===== src/rtl/rtc_bus_arbiter_pkg.sv =====
// Shared definitions for the RTC bus arbiter: requester indices, FSM states,
// per-requester transaction record and the register-index to bus-address map.
package rtc_bus_arbiter_pkg;

  localparam int NUM_REQ = 3;
  localparam int REQ_IRQ = 0;
  localparam int REQ_USR = 1;
  localparam int REQ_REF = 2;

  typedef enum logic [1:0] {
    ST_IDLE,
    ST_ISSUE,
    ST_WAIT,
    ST_GAP
  } arb_state_e;

  typedef struct packed {
    logic       wr;
    logic [7:0] addr;
    logic [7:0] wdata;
  } txn_t;

  // Index 0 is the status register, 7 the transfer command, 1..6 map to 0x21..0x26.
  localparam logic [7:0][7:0] ADDR_MAP = {
    8'hF0, 8'h26, 8'h25, 8'h24, 8'h23, 8'h22, 8'h21, 8'h00
  };

endpackage


===== src/rtl/rtc_arb_prio.sv =====
// Fixed-priority winner select (0 > 1 > 2) with a starvation override that
// hands the grant to the refresh requester.
module rtc_arb_prio
  import rtc_bus_arbiter_pkg::*;
(
  input  logic [NUM_REQ-1:0] req,
  input  logic               force_ref,
  output logic [NUM_REQ-1:0] win
);

  always_comb begin
    win = '0;
    if (force_ref && req[REQ_REF]) win[REQ_REF] = 1'b1;
    else if (req[REQ_IRQ])         win[REQ_IRQ] = 1'b1;
    else if (req[REQ_USR])         win[REQ_USR] = 1'b1;
    else if (req[REQ_REF])         win[REQ_REF] = 1'b1;
  end

endmodule


===== src/rtl/rtc_bus_arbiter.sv =====
// Shares the single RTC transaction engine among IRQ service, user writes and
// display refresh; one transaction at a time with timeout and inter-transaction gap.
module rtc_bus_arbiter
  import rtc_bus_arbiter_pkg::*;
#(
  parameter int TIMEOUT = 255,
  parameter int GAP     = 4,
  parameter int STARVE  = 3
) (
  input  logic        CLK,
  input  logic        RST,
  input  logic [2:0]  REQ,
  input  logic [2:0]  WR,
  input  logic [8:0]  ADDR,
  input  logic [23:0] WDATA,
  output logic [2:0]  GNT,
  output logic [2:0]  DONE,
  output logic [7:0]  RDATA,
  output logic        ERR,
  output logic        ENG_START,
  output logic        ENG_WR,
  output logic [7:0]  ENG_ADDR,
  output logic [7:0]  ENG_WDATA,
  input  logic [7:0]  ENG_RDATA,
  input  logic        FRW
);

  localparam logic [7:0] TMO_LAST = 8'(TIMEOUT - 1);
  localparam logic [3:0] GAP_LAST = 4'(GAP - 1);

  arb_state_e         state_q, state_d;
  txn_t               txn_q, txn_d;
  logic [NUM_REQ-1:0] owner_q, owner_d;
  logic [NUM_REQ-1:0] gnt_q, gnt_d;
  logic [NUM_REQ-1:0] done_q, done_d;
  logic               err_q, err_d;
  logic               start_q, start_d;
  logic [7:0]         rdata_q, rdata_d;
  logic [7:0]         wait_cnt_q, wait_cnt_d;
  logic [3:0]         gap_cnt_q, gap_cnt_d;
  logic [1:0]         starve_q, starve_d;

  txn_t [NUM_REQ-1:0] cand;
  txn_t               sel;
  logic [NUM_REQ-1:0] win;
  logic               force_ref;

  for (genvar i = 0; i < NUM_REQ; i++) begin : g_cand
    assign cand[i] = '{wr:    WR[i],
                       addr:  ADDR_MAP[ADDR[3*i +: 3]],
                       wdata: WDATA[8*i +: 8]};
  end

  assign force_ref = (int'(starve_q) == STARVE);

  rtc_arb_prio u_prio (
    .req       (REQ),
    .force_ref (force_ref),
    .win       (win)
  );

  always_comb begin
    sel = '0;
    for (int i = 0; i < NUM_REQ; i++)
      if (win[i]) sel = cand[i];
  end

  always_comb begin
    state_d    = state_q;
    txn_d      = txn_q;
    owner_d    = owner_q;
    gnt_d      = gnt_q;
    done_d     = '0;
    err_d      = 1'b0;
    start_d    = 1'b0;
    rdata_d    = rdata_q;
    wait_cnt_d = wait_cnt_q;
    gap_cnt_d  = gap_cnt_q;
    starve_d   = starve_q;
    case (state_q)
      ST_IDLE: begin
        // Refresh idle or just served: the starvation history no longer matters.
        if (!REQ[REQ_REF] || win[REQ_REF]) starve_d = '0;
        else if (starve_q != 2'd3)         starve_d = starve_q + 2'd1;
        if (|REQ) begin
          txn_d   = sel;
          owner_d = win;
          state_d = ST_ISSUE;
        end
      end
      ST_ISSUE: begin
        start_d    = 1'b1;
        gnt_d      = owner_q;
        wait_cnt_d = '0;
        state_d    = ST_WAIT;
      end
      ST_WAIT: begin
        if (FRW) begin
          done_d    = owner_q;
          gnt_d     = '0;
          if (!txn_q.wr) rdata_d = ENG_RDATA;
          gap_cnt_d = '0;
          state_d   = ST_GAP;
        end else if (wait_cnt_q == TMO_LAST) begin
          done_d    = owner_q;
          err_d     = 1'b1;
          gnt_d     = '0;
          gap_cnt_d = '0;
          state_d   = ST_GAP;
        end else begin
          wait_cnt_d = wait_cnt_q + 8'd1;
        end
      end
      ST_GAP: begin
        if (gap_cnt_q == GAP_LAST) state_d = ST_IDLE;
        else                       gap_cnt_d = gap_cnt_q + 4'd1;
      end
      default: state_d = ST_IDLE;
    endcase
  end

  always_ff @(posedge CLK or negedge RST) begin
    if (!RST) begin
      state_q    <= ST_IDLE;
      txn_q      <= '0;
      owner_q    <= '0;
      gnt_q      <= '0;
      done_q     <= '0;
      err_q      <= 1'b0;
      start_q    <= 1'b0;
      rdata_q    <= '0;
      wait_cnt_q <= '0;
      gap_cnt_q  <= '0;
      starve_q   <= '0;
    end else begin
      state_q    <= state_d;
      txn_q      <= txn_d;
      owner_q    <= owner_d;
      gnt_q      <= gnt_d;
      done_q     <= done_d;
      err_q      <= err_d;
      start_q    <= start_d;
      rdata_q    <= rdata_d;
      wait_cnt_q <= wait_cnt_d;
      gap_cnt_q  <= gap_cnt_d;
      starve_q   <= starve_d;
    end
  end

  assign GNT       = gnt_q;
  assign DONE      = done_q;
  assign RDATA     = rdata_q;
  assign ERR       = err_q;
  assign ENG_START = start_q;
  assign ENG_WR    = txn_q.wr;
  assign ENG_ADDR  = txn_q.addr;
  assign ENG_WDATA = txn_q.wdata;

endmodule


===== config.mk =====
export PLATFORM = sky130hd
export DESIGN_NAME = rtc_bus_arbiter
export DESIGN_NICKNAME = d
export VERILOG_FILES = /design/src/rtl/rtc_bus_arbiter_pkg.sv /design/src/rtl/rtc_arb_prio.sv /design/src/rtl/rtc_bus_arbiter.sv
export SDC_FILE = /design/constraint.sdc
export NUM_CORES = 1
export LEC_CHECK = 0
export ABC_AREA = 1
export CAP_MARGIN = 20
export CORE_MARGIN = 8
export CORE_UTILIZATION = 31
export CTS_CLUSTER_SIZE = 30
export DETAILED_ROUTE_END_ITERATION = 10
export PLACE_DENSITY = 0.69
export SETUP_SLACK_MARGIN = 0.1
export SLEW_MARGIN = 25
export SYNTH_ARGS = -nofsm -noshare
export SYNTH_HDL_FRONTEND = slang
export SYNTH_SLANG_ARGS = --single-unit

===== constraint.sdc =====
create_clock -name CLK -period 4.5 [get_ports CLK]
set_clock_uncertainty 0.05 [all_clocks]
set_input_delay 0.675 -clock CLK [delete_from_list [all_inputs] [get_ports CLK]]
set_output_delay 0.675 -clock CLK [all_outputs]
set_load 0.02 [all_outputs]

# Word-level counts from Yosys, hierarchy flattened
# Memory sizes are Yosys's and may differ from the RTL's.
# Cells that the tools add are included.
# word_totals
ff_bits	52
mem_bits_ro	192
input_bits	50
output_inout_bits	33
wordCells	88
n_memories	3
# memory_table
memory	words	width	rd	rd_clocked_by_memory_dff	write_ports	line_no	source
(no name shown)	8	8	1	0	0	rtc_bus_arbiter.sv:50	addr: ADDR_MAP[ADDR[3*i +: 3]],
(no name shown)	8	8	1	0	0	rtc_bus_arbiter.sv:50	
(no name shown)	8	8	1	0	0	rtc_bus_arbiter.sv:50	
# op_classes
add_sub_neg	3
n_lt_le_gt_ge	3
n_eq_ne	13
muxes	37
n_bitwise	1
n_reduce_logical	15
# ops
operator	count
17-bit two-way mux	3
8-bit two-way mux	5
2-bit two-way mux	8
8-bit case mux with 2 select lines	1
3-bit two-way mux	5
3-bit by 4-bit less-than comparator with 1-bit output (second input constant)	3
4-bit two-way mux	3
2-bit inequality test (second input constant)	6
3-bit AND reduction	4
1-bit two-way mux	9
8-bit by 1-bit adder with 8-bit output (second input constant)	1
8-bit equality test (second input constant)	1
2-bit case mux with 4 select lines	1
4-bit case mux with 2 select lines	1
3-bit case mux with 2 select lines	1
2-bit AND reduction	3
2-bit nonzero test	3
4-bit by 1-bit adder with 4-bit output (second input constant)	1
2-bit by 1-bit equality test with 1-bit output (second input constant)	2
2-bit equality test (second input constant)	2
4-bit by 2-bit equality test with 1-bit output (second input constant)	1
3-bit inequality test (second input constant)	1
3-bit OR reduction	1
2-bit by 1-bit adder with 2-bit output (second input constant)	1
other kinds (5)	5

# Depth between registers and ports, before layout
# Gate-level depths: netlist of the first run.
# depth
word_depth	7
depth_mapped	9
mapped_depth_nobuf	9

# Hierarchy
# From an unflattened synthesis of the first run, not the netlist that was laid out.
# hier_totals
hier_cells	370
area_unflattened_um2	2770.2
# modules_own_cells
module	instances	cells_each	area_each_um2	seq_area_each_um2
rtc_bus_arbiter	1	361	2735.1	1226.2
rtc_arb_prio	1	9	35.0	0.0

# Least setup slack after synthesis of the first run
# No wires, ideal clock.
# synth_path
path_kind	register to register
from	register state_q[0]
to	register rdata_q[1], in the netlist RDATA[1]
setup_time_ns	0.118
t_arrival_ns	1.406
t_required_ns	4.332
path_slack_ns	2.926
stages_incl_launch_ff	10
cell_sequence	dfrtp_1 > inv_1 > ha_1 > buf_4 > nand2_2 > or2_1 > buf_6 > buf_6 > nand2_1 > o21ai_2
# synth_via
elab_chain_cells	2
# synth_lines
item	line_no	source
start, declared	rtc_bus_arbiter.sv:31	arb_state_e state_q, state_d;
start signal, assigned	rtc_bus_arbiter.sv:136	state_q <= state_d;
2-bit equality test	rtc_bus_arbiter.sv:80	case (state_q)
3-bit AND reduction (no source line)	-	
end signal, assigned	rtc_bus_arbiter.sv:143	rdata_q <= rdata_d;
end, declared	rtc_bus_arbiter.sv:38	logic [7:0] rdata_q, rdata_d;
# No other way between the ends.
# A chain may end at the register's enable or synchronous reset.

# Worst setup path in the final report of the first run
# layout_path
from	input port REQ[2]
to	register txn_q (netlist bit ENG_ADDR[0])
# layout_via
elab_chain_cells	5
elab_cells_between_ends	11
classes_between	mux (8); reduce/logical (3)
# layout_lines
item	line_no	source
start, declared	rtc_bus_arbiter.sv:12	input logic [2:0] REQ,
1-bit two-way mux / 1-bit logical AND (equally long branches)	rtc_arb_prio.sv:16, rtc_arb_prio.sv:13	
1-bit two-way mux / 2-bit two-way mux (equally long branches)	rtc_arb_prio.sv:15, rtc_arb_prio.sv:13	
2-bit two-way mux / 17-bit two-way mux (equally long branches)	rtc_arb_prio.sv:14, rtc_bus_arbiter.sv:65	
1-bit two-way mux / 17-bit two-way mux (equally long branches)	rtc_arb_prio.sv:13, rtc_bus_arbiter.sv:65	
17-bit two-way mux	rtc_bus_arbiter.sv:65	if (win[i]) sel = cand[i];
end signal, assigned	rtc_bus_arbiter.sv:137	txn_q <= txn_d;
end, declared	rtc_bus_arbiter.sv:32	txn_t txn_q, txn_d;
# Parallel ways exist; a longest one is shown, timed or not.

==> impl_metrics.toml, run 1 <==
[routing]
ant_nets = 0
viasPerCell = 4.48
wl_per_cell_um = 12.6
drc = 0
dr.first_iter.drc_count = 92
first_pass_iters = 4
vias = 2474
wl_um = 6940

[global_routing]
grt_max_degree = 50
grt_pass1_vias = 2417
antenna_found_initial = 0
gr-usage-all-layers_pct = 11.6
grt_pass1_wl_um = 11300
grt-ovfl-total = 0

[timing]
final_hold_viol_count = 0
max_slew_margin_pct = 57.6
rsz0062_at_grt = "no"
worst_pin_slew_ns = 0.636
report.final.slew_viol_count = 0
period_share_pct = 47.5
fin_crit_ns = 2.14
worst_hold_slack_ns = 0.329
fmax_mhz = 468
finalSetupViolCount = 0
tns_ns = 0

[critical_path]
r2r_slack_ns = 2.56
cp-startpoint = "REQ[2]"
cp-end-kind = "flop"
cp_top_family = "buffers and inverters"
reg2reg_depth = 6
crit_required_ns = 4.64
critPathKind = "in2reg"
crit_slowest_cell = "clkdlybuf4s50_1"
critical_path_arrival_ns = 2.28
path_cells = "clkdlybuf4s50_1 -> inv_1 -> nand3_1 -> nand2_2 -> inv_1 -> nand2_1 -> nor2_1 -> nor2_1"
path_max_fanout = 19
path_buf_inv = 3
start_kind = "input port"
r2r_start = "state_q[0]"
crit_path_max_incr_delay_ns = 0.50
r2r_end = "RDATA[5]"

[yosys]
yosysUniqueCellTypes = 26
synth_xor_area_share_pct = 0.639
synth_mux_area_share_pct = 0
synthCells = 367
ys_seq_elements = 49
synth_area_per_cell_um2 = 7.47
synth_top_family_by_area = "simple AND/OR/NAND/NOR gates"
synth-simple-area-share_pct = 34.6
synth_compound_area_share_pct = 6.94
synthAdderAreaFrac_pct = 4.11
seq_area_frac_synth_pct = 44.7
synth_warnings = 0
syn_area_mm2 = 0.00274
syn_nets = 426

[clock_network]
cts_made_buffers = 5
ctsHtreeMaxLevel = 2
clock_latency_ns = 0.30
post_cts_buffers = 0
cts_num_sinks = 49
cts_tree = "built"
clock_path_buffers = 2
path_clk_slew_ns = 0.09
root_buffer = "clkbuf_8"
cts_hold_buf = 0
cts_resized = 0

[finish]
mostFrequentLayoutCells = "nand2_1, clkdlybuf4s50_1, dfrtp_1"
layout_commonest_cell = "nand2_1"
finalNetCount = 502
num_antenna_cells = 0
syn_to_final_growth_pct = 34.5
drive_gt1_share_pct = 7.43
final_cells = 552

[floorplanning]
row_count = 34
ios = 83
die_height_um = 110
die_area_mm2 = 0.0121
fp.dieW_um = 110
core_mm2 = 0.00864
initial_core_util_pct = 31.7

[placed_design]
dp.cells = 544
place_congestion = 0.811
dpl.hpwl_um = 5470
io_buffers = 81

[power]
ir_drop_mv = 0.226
power.density_mw_per_mm2 = 516
p_leak_uw = 0.00179

[worst_hold_path]
worstHoldPathType = "in2async"

[job]
cap_violations = 0

[run_status]
status = "finished clean"
layout make-up:
class,instances,area (um2)
timing repair buffer,81,808
sequential,49,1230
clock inverter,3,25.0
inverter,40,150
multi-input combinational,266,1270
clock buffer,5,68.8
fill,880,4950
tap,108,135
power breakdown:
group | leakage (uW) | switching, uW | internal [uW]
combinational | 0.00111 | 559 | 389
clock | 0.0000452 | 157 | 114
sequential | 0.000640 | 97.9 | 587
cells by family (layout without fill, tap and decap cells):
family,Yosys count,count (layout)
AO/OA/AOI/OAI,30,30
XOR/XNOR,2,2
adder cells (fa/ha/maj),9,9
buffers and inverters,52,129
flip-flops,49,49
other,1,1
AND/OR/NAND/NOR,224,224
registers in the layout (all words and copies together) (netlist names), 3 cells and up:
| register | cells |
|---|---|
| owner_q | 3 |
| GNT | 3 |
| gap_cnt_q | 4 |
| RDATA | 8 |
| ENG_WDATA | 8 |
| ENG_ADDR | 5 |
| wait_cnt_q | 8 |
| DONE | 3 |
worst reg2reg max path: stages (launching register included):
cell and delay, ns:
dfrtp_1 0.42, inv_1 0.13, ha_1 0.39, nand2_2 0.13, or2_1 0.47, nand2_1 0.17, o21ai_2 0.06
per-stage QoR:
stage | total power [uW] | util (%) | setup slack (ns) | area, um2
2_1_floorplan | 1290 | - | 2.93 | 2740
3_3_place_gp | 1630 | 41.6 | 2.10 | 3590
3_5_place_dp | 1660 | 41.6 | 2.02 | 3590
4_1_cts | 1930 | 42.7 | 2.35 | 3690
5_1_grt | 2070 | 42.7 | 2.14 | 3690
6_report | 1900 | 42.7 | 2.36 | 3690
cell usage after synthesis:
library cell | count | share of area [%]
buf_1 | 1 | 0.14
a21oi_1 | 7 | 1.3
dfrtp_1 | 49 | 45
ha_1 | 9 | 4.1
nand2_1 | 147 | 20
o21ai_2 | 10 | 3.2
conb_1 | 1 | 0.14
nand3b_1 | 1 | 0.27
or2_2 | 2 | 0.46
buf_2 | 2 | 0.37
buf_4 | 6 | 1.6
nand3_1 | 38 | 6.9
nand2_2 | 6 | 1.4
inv_2 | 1 | 0.14
buf_6 | 3 | 1.2
nand3_2 | 2 | 0.73
xor2_1 | 2 | 0.64
nor2_4 | 1 | 0.41
nor2_2 | 2 | 0.46
nand4_1 | 2 | 0.46
nor2_1 | 19 | 2.6
o21bai_1 | 1 | 0.27
nor3_1 | 3 | 0.55
o21ai_0 | 12 | 2.2
or2_1 | 1 | 0.23
inv_1 | 39 | 5.3
routing by layer:
| layer | share of wire, % | wire length (um) | vias to the layer above | GRT usage [%] |
|---|---|---|---|---|
| met2 | 52 | 3590 | 50 | 20.1 |
| met1 | 42 | 2940 | 1137 | 14.1 |
| li1 | - | - | 1285 | - |
| met3 | 5.1 | 353 | 2 | 2.27 |
| met5 | 0 | 0 | - | 0 |
| met4 | 0.78 | 54 | 0 | 3.57 |
worst max path at each step:
| stage | cells past startpoint | to |
|---|---|---|
| after floorplan | 9 | RDATA[1] |
| after global placement | 8 | ENG_ADDR[0] |
| after detailed placement | 8 | ENG_ADDR[0] |
| after CTS | 8 | ENG_ADDR[0] |
| after global routing | 8 | ENG_ADDR[0] |
| final | 8 | ENG_ADDR[0] |
(Power assumes the default switching activity.)
==> inputs of run 2 (changes only) <==
--- a/config.mk
+++ b/config.mk
@@ -11,7 +11,7 @@
 export CORE_UTILIZATION = 31
 export CTS_CLUSTER_SIZE = 30
 export DETAILED_ROUTE_END_ITERATION = 10
-export PLACE_DENSITY = 0.69
+export PLACE_DENSITY = 0.71
 export SETUP_SLACK_MARGIN = 0.1
 export SLEW_MARGIN = 25
 export SYNTH_ARGS = -nofsm -noshare
==> constraint.sdc (replaced) <==
create_clock -name CLK -period 1.89 [get_ports CLK]
set_clock_uncertainty 0.05 [all_clocks]
set_input_delay 0.2835 -clock CLK [delete_from_list [all_inputs] [get_ports CLK]]
set_output_delay 0.2835 -clock CLK [all_outputs]
set_load 0.02 [all_outputs]
==> run 2 against run 1 <==
Against the previous run: design area grew 2.4%; sequential share of layout area shrank 0.79 points; largest power group unchanged; hold slack gained 0.11 ns; setup slack lost 2.1 ns; highest routed layer unchanged; via count grew 2.4%; non-clock buffer count grew 8; critical path depth shrank 7; sequential cell count is the same; register-to-register slack lost 2.3 ns.
==> impl_metrics.toml, run 2 (same netlist as run 1, synthesis figures left out) <==
[run_status]
status = "finished clean"

[job]
cap_violations = 0

[floorplanning]
die_area_mm2 = 0.0121
die_height_um = 110
fp.dieW_um = 110
initial_core_util_pct = 31.7
core_mm2 = 0.00864
ios = 83
row_count = 34

[placed_design]
dpl.hpwl_um = 5710
io_buffers = 81
dp.cells = 551
pre_cts_ws_ns = 0.0632
place_congestion = 0.777

[critical_path]
path_max_fanout = 4
path_cells = "clkdlybuf4s50_1"
cp-end-kind = "primary output"
critical_path_arrival_ns = 1.33
path_buf_inv = 1
crit_path_max_incr_delay_ns = 0.63
critPathKind = "reg2out"
crit_slowest_cell = "clkdlybuf4s50_1"
start_kind = "flop"
cp_top_family = "buffers and inverters"
crit_required_ns = 1.56
r2r_slack_ns = 0.23

[global_routing]
grt-ovfl-total = 0
antenna_found_initial = 0
grt_pass1_wl_um = 11400
grt_pass1_vias = 2462
gr-usage-all-layers_pct = 11.7
grt_max_degree = 32

[timing]
period_share_pct = 88.2
tns_ns = 0
worst_hold_slack_ns = 0.434
worst_slack_ns = 0.222
finalSetupViolCount = 0
fin_crit_ns = 1.67
fmax_mhz = 600
rsz0062_at_grt = "no"
report.final.slew_viol_count = 0
final_hold_viol_count = 0

[finish]
finalNetCount = 510
mostFrequentLayoutCells = "nand2_1, clkdlybuf4s50_1, dfrtp_1"
ff_latch_area_mm2 = 0.00123
multi_input_area_mm2 = 0.00128
layout_commonest_cell = "nand2_1"
fin_util_pct = 43.7
fillers = 878
syn_to_final_growth_pct = 37.7
num_antenna_cells = 0
final_cells = 560
drive_gt1_share_pct = 9.07

[clock_network]
path_clk_slew_ns = 0.09
cts_made_buffers = 5
clock_latency_ns = 0.31
root_buffer = "clkbuf_8"
cts_num_sinks = 49
cts_tree = "built"
clock_path_buffers = 2
ctsHtreeMaxLevel = 2

[worst_hold_path]
worstHoldPathType = "reg2reg"

[routing]
viasPerCell = 4.53
dr.first_iter.drc_count = 128
drc = 0
wl_per_cell_um = 12.8
ant_nets = 0
first_pass_iters = 4
wl_um = 7180
vias = 2534

[power]
p_leak_uw = 0.00184
power.density_mw_per_mm2 = 1220
ir_drop_mv = 0.443
## run 2: power by group
| part | switching, uW | total, uW | internal [uW] |
|---|---|---|---|
| Combinational | 1360 | 2350 | 995 |
| Sequential | 229 | 1630 | 1400 |
| Clock | 376 | 644 | 268 |
| Total | 1960 | 4620 | 2660 |
## run 2: area by class of cell
class                      instances  area share [%]
clock buffer                       5            1.82
clock inverter                     3           0.663
inverter                          40            3.98
multi-input combinational        266            33.8
sequential                        49            32.5
tap                              108            3.58
timing repair buffer              89            23.7
## run 2: what timing repair did
action                     4_1_cts  5_1_grt
setup endpoints to repair        0       10
hold endpoints to repair        18        0
hold buffers                     1        0
setup buffers                    0        0
resized for setup                0        2
## run 2: path summary, 6_finish.rpt
| path | start | depth (start not counted) | endpoint |
|---|---|---|---|
| worst max-delay path | ENG_ADDR[6] | 1 | ENG_ADDR[6] |
| worst min-delay path | ENG_WDATA[7] | 2 | ENG_WDATA[7] |
| worst max register to register | state_q[0] | 7 | gap_cnt_q[1] |
| worst min register to register | ENG_WDATA[7] | 2 | ENG_WDATA[7] |
| max in group asynchronous | RST | 3 | owner_q[0] |
| min in group asynchronous | RST | 2 | ENG_WDATA[0] |
## run 2: per-stage QoR
step	instance area, um2	total power (uW)
floorplan	2740	3060
global placement	3670	3950
detailed placement	3670	4010
CTS	3770	4670
global route	3780	4980
finish	3780	4620
## run 2: metal layers
metal / vias up / global-route usage (%) / routed length [um]
met5: - / 0 / 0
met4: 0 / 3.18 / 62
met3: 5 / 2.15 / 290
met2: 49 / 20.4 / 3710
met1: 1172 / 14.3 / 3110
li1: 1308 / - / -
